--- config.mk ---
export PLATFORM = sky130hd
export DESIGN_NAME = soc_fact_unit
export DESIGN_NICKNAME = d
export VERILOG_FILES = /design/src/rtl/soc_pkg.sv /design/src/rtl/soc_fact_unit_dp.sv /design/src/rtl/soc_fact_unit.sv
export SDC_FILE = /design/constraint.sdc
export NUM_CORES = 1
export LEC_CHECK = 0
export ABC_AREA = 1
export CAP_MARGIN = 20
export CORE_MARGIN = 2
export CORE_UTILIZATION = 50
export CTS_BUF_LIST = sky130_fd_sc_hd__clkbuf_8
export CTS_CLUSTER_SIZE = 40
export DETAILED_ROUTE_END_ITERATION = 6
export PLACE_DENSITY = 0.71
export SYNTH_ARGS = -nofsm -noshare
export SYNTH_HDL_FRONTEND = slang
export SYNTH_HIERARCHICAL = 1
export SYNTH_SLANG_ARGS = --single-unit
--- constraint.sdc ---
create_clock -name clk -period 9.01 [get_ports clk]
set_input_delay 1.3515 -clock clk [delete_from_list [all_inputs] [get_ports clk]]
set_output_delay 1.3515 -clock clk [all_outputs]
set_load 0.02 [all_outputs]
--- src/rtl/soc_pkg.sv ---
// Shared SoC definitions for the factorial accelerator: register offsets,
// FSM state encoding and the default operand limit.
package soc_pkg;

   localparam logic [1:0] FACT_REG_N   = 2'b00;
   localparam logic [1:0] FACT_REG_GO  = 2'b01;
   localparam logic [1:0] FACT_REG_ST  = 2'b10;
   localparam logic [1:0] FACT_REG_RES = 2'b11;

   localparam int unsigned FACT_MAX_N = 12;

   typedef enum logic [0:0] {
      IDLE = 1'b0,
      BUSY = 1'b1
   } fact_state_t;

endpackage

--- src/rtl/soc_fact_unit_dp.sv ---
// Factorial datapath: down-counter over the latched operand and a running
// product register, multiplied one operand step per cycle.
module fact_dp #(
   parameter int unsigned N_W    = 4,
   parameter int unsigned DATA_W = 32
) (
   input  logic              clk,
   input  logic              rst,
   input  logic              load_i,
   input  logic              step_i,
   input  logic [N_W-1:0]    n_i,
   output logic              cnt_le1_o,
   output logic [DATA_W-1:0] product_o
);

   logic [N_W-1:0]    cnt_q,     cnt_d;
   logic [DATA_W-1:0] product_q, product_d;

   // Load restarts the product at 1; step folds in the current count and decrements
   always_comb begin
      cnt_d     = cnt_q;
      product_d = product_q;
      if (load_i) begin
         cnt_d     = n_i;
         product_d = DATA_W'(1);
      end else if (step_i) begin
         cnt_d     = cnt_q - N_W'(1);
         product_d = product_q * DATA_W'(cnt_q);
      end
   end

   // Datapath state registers
   always_ff @(posedge clk or negedge rst) begin
      if (!rst) begin
         cnt_q     <= '0;
         product_q <= DATA_W'(1);
      end else begin
         cnt_q     <= cnt_d;
         product_q <= product_d;
      end
   end

   assign cnt_le1_o = (cnt_q <= N_W'(1));
   assign product_o = product_q;

endmodule

--- src/rtl/soc_fact_unit.sv ---
// Memory-mapped iterative factorial accelerator: register file, start decode,
// IDLE/BUSY control FSM and combinational read mux.
// Optional feature macro FACT_IRQ_EN adds a sticky completion interrupt (irq).
module soc_fact_unit
   import soc_pkg::*;
#(
   parameter int unsigned N_W    = 4,
   parameter int unsigned DATA_W = 32,
   parameter int unsigned MAX_N  = FACT_MAX_N
) (
   input  logic              clk,
   input  logic              rst,
   input  logic              WE,
   input  logic [1:0]        A,
   input  logic [DATA_W-1:0] WD,
`ifdef FACT_IRQ_EN
   output logic              irq,
`endif
   output logic [DATA_W-1:0] RD
);

   fact_state_t       state_q, state_d;
   logic [N_W-1:0]    n_q;
   logic              go_q;
   logic              done_q;
   logic              err_q;
   logic [DATA_W-1:0] result_q;

   logic              wr_go_c;
   logic              start_c;
   logic              over_c;
   logic              load_c;
   logic              step_c;
   logic              finish_c;
   logic              err_start_c;
   logic              cnt_le1;
   logic [DATA_W-1:0] product;
   logic              unused_wd_c;

   assign wr_go_c     = WE && (A == FACT_REG_GO);
   assign start_c     = wr_go_c && WD[0];
   assign over_c      = (n_q > N_W'(MAX_N));
   assign unused_wd_c = ^WD[DATA_W-1:N_W];

   // FSM state register
   always_ff @(posedge clk or negedge rst) begin
      if (!rst) state_q <= IDLE;
      else      state_q <= state_d;
   end

   // FSM next-state: accepted in-range start enters BUSY, count exhaustion leaves it
   always_comb begin
      state_d = state_q;
      case (state_q)
         IDLE:    if (start_c && !over_c) state_d = BUSY;
         BUSY:    if (cnt_le1)            state_d = IDLE;
         default: state_d = IDLE;
      endcase
   end

   // FSM outputs: datapath controls and status-update strobes
   always_comb begin
      load_c      = 1'b0;
      step_c      = 1'b0;
      finish_c    = 1'b0;
      err_start_c = 1'b0;
      case (state_q)
         IDLE: begin
            if (start_c) begin
               if (over_c) err_start_c = 1'b1;
               else        load_c      = 1'b1;
            end
         end
         BUSY: begin
            if (cnt_le1) finish_c = 1'b1;
            else         step_c   = 1'b1;
         end
         default: ;
      endcase
   end

   fact_dp #(
      .N_W    (N_W),
      .DATA_W (DATA_W)
   ) u_dp (
      .clk       (clk),
      .rst       (rst),
      .load_i    (load_c),
      .step_i    (step_c),
      .n_i       (n_q),
      .cnt_le1_o (cnt_le1),
      .product_o (product)
   );

   // Software-writable registers; n may change freely while BUSY
   always_ff @(posedge clk or negedge rst) begin
      if (!rst) begin
         n_q  <= '0;
         go_q <= 1'b0;
      end else begin
         if (WE && (A == FACT_REG_N)) n_q  <= WD[N_W-1:0];
         if (wr_go_c)                 go_q <= WD[0];
      end
   end

   // Sticky status and result; cleared only by an accepted start
   always_ff @(posedge clk or negedge rst) begin
      if (!rst) begin
         done_q   <= 1'b0;
         err_q    <= 1'b0;
         result_q <= '0;
      end else if (err_start_c) begin
         done_q   <= 1'b1;
         err_q    <= 1'b1;
         result_q <= '0;
      end else if (load_c) begin
         done_q   <= 1'b0;
         err_q    <= 1'b0;
         result_q <= '0;
      end else if (finish_c) begin
         done_q   <= 1'b1;
         result_q <= product;
      end
   end

`ifdef FACT_IRQ_EN
   // Interrupt raised when Done is set; a Go write acknowledges it unless Done sets on the same edge
   always_ff @(posedge clk or negedge rst) begin
      if (!rst)                          irq <= 1'b0;
      else if (finish_c || err_start_c)  irq <= 1'b1;
      else if (wr_go_c)                  irq <= 1'b0;
   end
`endif

   // Side-effect-free read mux
   always_comb begin
      RD = '0;
      case (A)
         FACT_REG_N:   RD = DATA_W'(n_q);
         FACT_REG_GO:  RD = DATA_W'(go_q);
         FACT_REG_ST:  RD = DATA_W'({err_q, done_q});
         FACT_REG_RES: RD = result_q;
         default:      RD = '0;
      endcase
   end

endmodule

==> metrics.yaml <==
critical_path:
  worst-r2r-setup-slack_ns: 5.31
  path_max_fanout: 29
  r2r_start: "u_dp/cnt_q[2]$_DFFE_PN0P_"
  critPathKind: "in -> out"
  critical_path_arrival_ns: 3.62
  required_ns: 7.66
  reg2reg_depth: 17
  end_kind: "primary output"
  crit_path_start_kind: "input port"
  r2r-end: "u_dp/product_o[30]$_DFFE_PN0P_"
timing:
  relSlewSlack: 0.3536
  hold_violations: 0
  setup_slack_ns: 4.035
  max_slew.worst_pin.slew_ns: 0.9685
  finalCritPeriodShare: 0.5522
  finClkSkew_ns: 0.01448
  final.min_clock_period_ns: 4.975
  tns_ns: 0
  clock.fmax_mhz: 201.0
  maxSlewViolCount: 0
  setup_viol: 0
  rsz0062_at_grt: "false"
global_route:
  grt_max_degree: 77
  grt_overflow: 0
  grt_pass1_wl_um: 33500
  grt_util_all_layers: 0.2496
  grt_pass1_vias: 7050
  antenna_found_initial: 0
finish:
  fillCellCount: 1590
  layout-drive-gt1-share: 0.04832
  area_growth_pct: 9.754
  final_cell_mix: "446 x nand2_1, 332 x inv_1, 86 x nand3_1"
  design_area_um2: 8757
  num_antenna_cells: 0
  layout_commonest_cell: "nand2_1"
  final_nets: 1406
die:
  io-pin-count: 69
  die_h_um: 130.3
  die_w_um: 130.3
  rows: 46
  coreArea_um2: 15710
  dieArea_um2: 16980
  initial_core_util: 0.5078
cts:
  numCtsBuffers: 9
  cts.sinks: 76
  clock_latency_ns: 0.38
  cts_root_buf: "clkbuf_8"
  cts_tree: "done"
  clk_path_buf_depth: 2
  postCtsHoldBufs: 0
  post-cts-setup-buffers: 0
  clk_pin_slew_worst_paths_ns: 0.08
  htree_levels: 3
  cts_resized: 0
power:
  ir_drop_mv: 0.1275
  power_leakage_nw: 5.473
  cellPowerDensity_nw_per_um2: 258.6
route:
  vias_per_cell: 4.857
  drc: 0
  via_count: 7280
  wl_um: 19320
  ant_nets: 0
  drt-initial-drc-count: 518
  wl_per_cell_um: 12.89
  drt-pass1-iter-count: 5
logic_synthesis:
  syn_nets: 1380
  ys_ff_latch: 76
  syn_area_um2: 7979
  synth-edff-count: 0
  syn_avg_cell_area_um2: 6.373
  synth_cell_types: 35
  async_flop_share: 1.000
  synthFlopType: "dfrtp_1"
  syn_inst: 1252
  yosys_warnings: 6
  ys_seq_area_frac: 0.2385
placed_design:
  io_buffers: 40
  gp_congestion: 0.9155
  placed_area_um2: 8544
  hpwl_um: 14580
  dp_slack_ns: 4.005
hold_path:
  hold_depth: 2
  holdPathEnd: "go_q$_DFFE_PN0N_"
  hold_class: "reg -> reg"
  holdCritStartpoint: "go_q$_DFFE_PN0N_"
run_status:
  status: "completed"
flow_run:
  drv_cap: 0
==> worst max path at each step <==
| stage | from | endpoint | slack (ns) |
|---|---|---|---|
| 3_5_place_dp | A[1] | RD[0] | 4.00 |
| 2_1_floorplan | u_dp/cnt_q[3]$_DFFE_PN0P_ | u_dp/product_o[6]$_DFFE_PN0P_ | 5.58 |
| 6_report | A[1] | RD[0] | 4.03 |
| 3_3_place_gp | A[1] | RD[2] | 4.06 |
| 4_1_cts | A[1] | RD[0] | 4.00 |
| 5_1_grt | A[1] | RD[0] | 3.80 |
==> stage by stage <==
stage	utilization	total power, mW	hold WS (ns)	cells
after detailed placement	0.5438	1.995	0.4785	1482
after global routing	0.5573	2.524	0.5285	1499
after floorplan	-	1.619	0.4501	1252
final	0.5573	2.265	0.4980	1499
after global placement	0.5438	1.954	0.4690	1482
after CTS	0.5556	2.264	0.4984	1498
==> sequential cells by signal (all words and copies together) (netlist names) <==
register / flops
done_q: 1
err_q: 1
go_q: 1
n_q: 4
result_q: 32
state_q: 1
u_dp/cnt_q: 4
u_dp/product_o: 32
==> layout make-up <==
type,instances,area [um2],area share
tap,216,270.3,0.03086
clock inverter,6,47.55,0.005429
sequential,76,1903,0.2173
timing repair buffer,47,470.5,0.05372
clock buffer,10,137.6,0.01572
multi-input combinational,807,4663,0.5325
inverter,337,1265,0.1444
==> cell families (layout without fill, tap and decap cells) <==
group	Yosys count	count (layout)	synth area share
fa+ha+maj	91	91	0.1963
xor+xnor	2	2	0.002196
flops	76	76	0.2385
buf+inv	369	400	0.1780
simple gates	645	645	0.3353
compound gates	69	69	0.04971
==> worst max-delay path, stage by stage <==
cell and delay [ns]:
clkdlybuf4s50_1 0.58, nand2_1 0.58, inv_1 0.31, nand2_1 0.10, nand4_1 0.10, clkdlybuf4s50_1 0.60
==> cells in the mapped netlist (2+ instances only) <==
cell type,count,area share
a21oi_1,30,0.019
a22o_1,3,0.0033
a22o_2,2,0.0025
a32o_1,2,0.0025
and2_1,4,0.0031
buf_2,10,0.0063
buf_6,3,0.0042
clkbuf_1,19,0.0089
dfrtp_1,75,0.24
fa_1,57,0.14
ha_1,34,0.053
inv_1,332,0.16
inv_2,5,0.0024
nand2_1,446,0.21
nand2_2,10,0.0078
nand3_1,86,0.054
nand3_2,3,0.0038
nand3b_1,2,0.0019
nand4_1,7,0.0055
nor2_1,67,0.032
nor2_2,11,0.0086
nor3_1,4,0.0025
nor3_2,2,0.0025
o211ai_1,2,0.0019
o21ai_0,19,0.012
o21ai_1,5,0.0031
o21bai_1,3,0.0028
or2_2,2,0.0016
==> metal layers <==
metal  up-vias  part of all wire  track usage
met5         -                 0            0
met4         0             0.018      0.08223
met3        25             0.042      0.02460
met2       177              0.44       0.3982
met1      3378              0.50       0.3585
li1       3700                 -            -
==> power breakdown <==
group,switching [mW],internal (mW)
clock network,0.149,0.109
logic,0.908,0.483
registers,0.147,0.469
total,1.20,1.06
No activity file was read; power rests on OpenSTA's default activity.
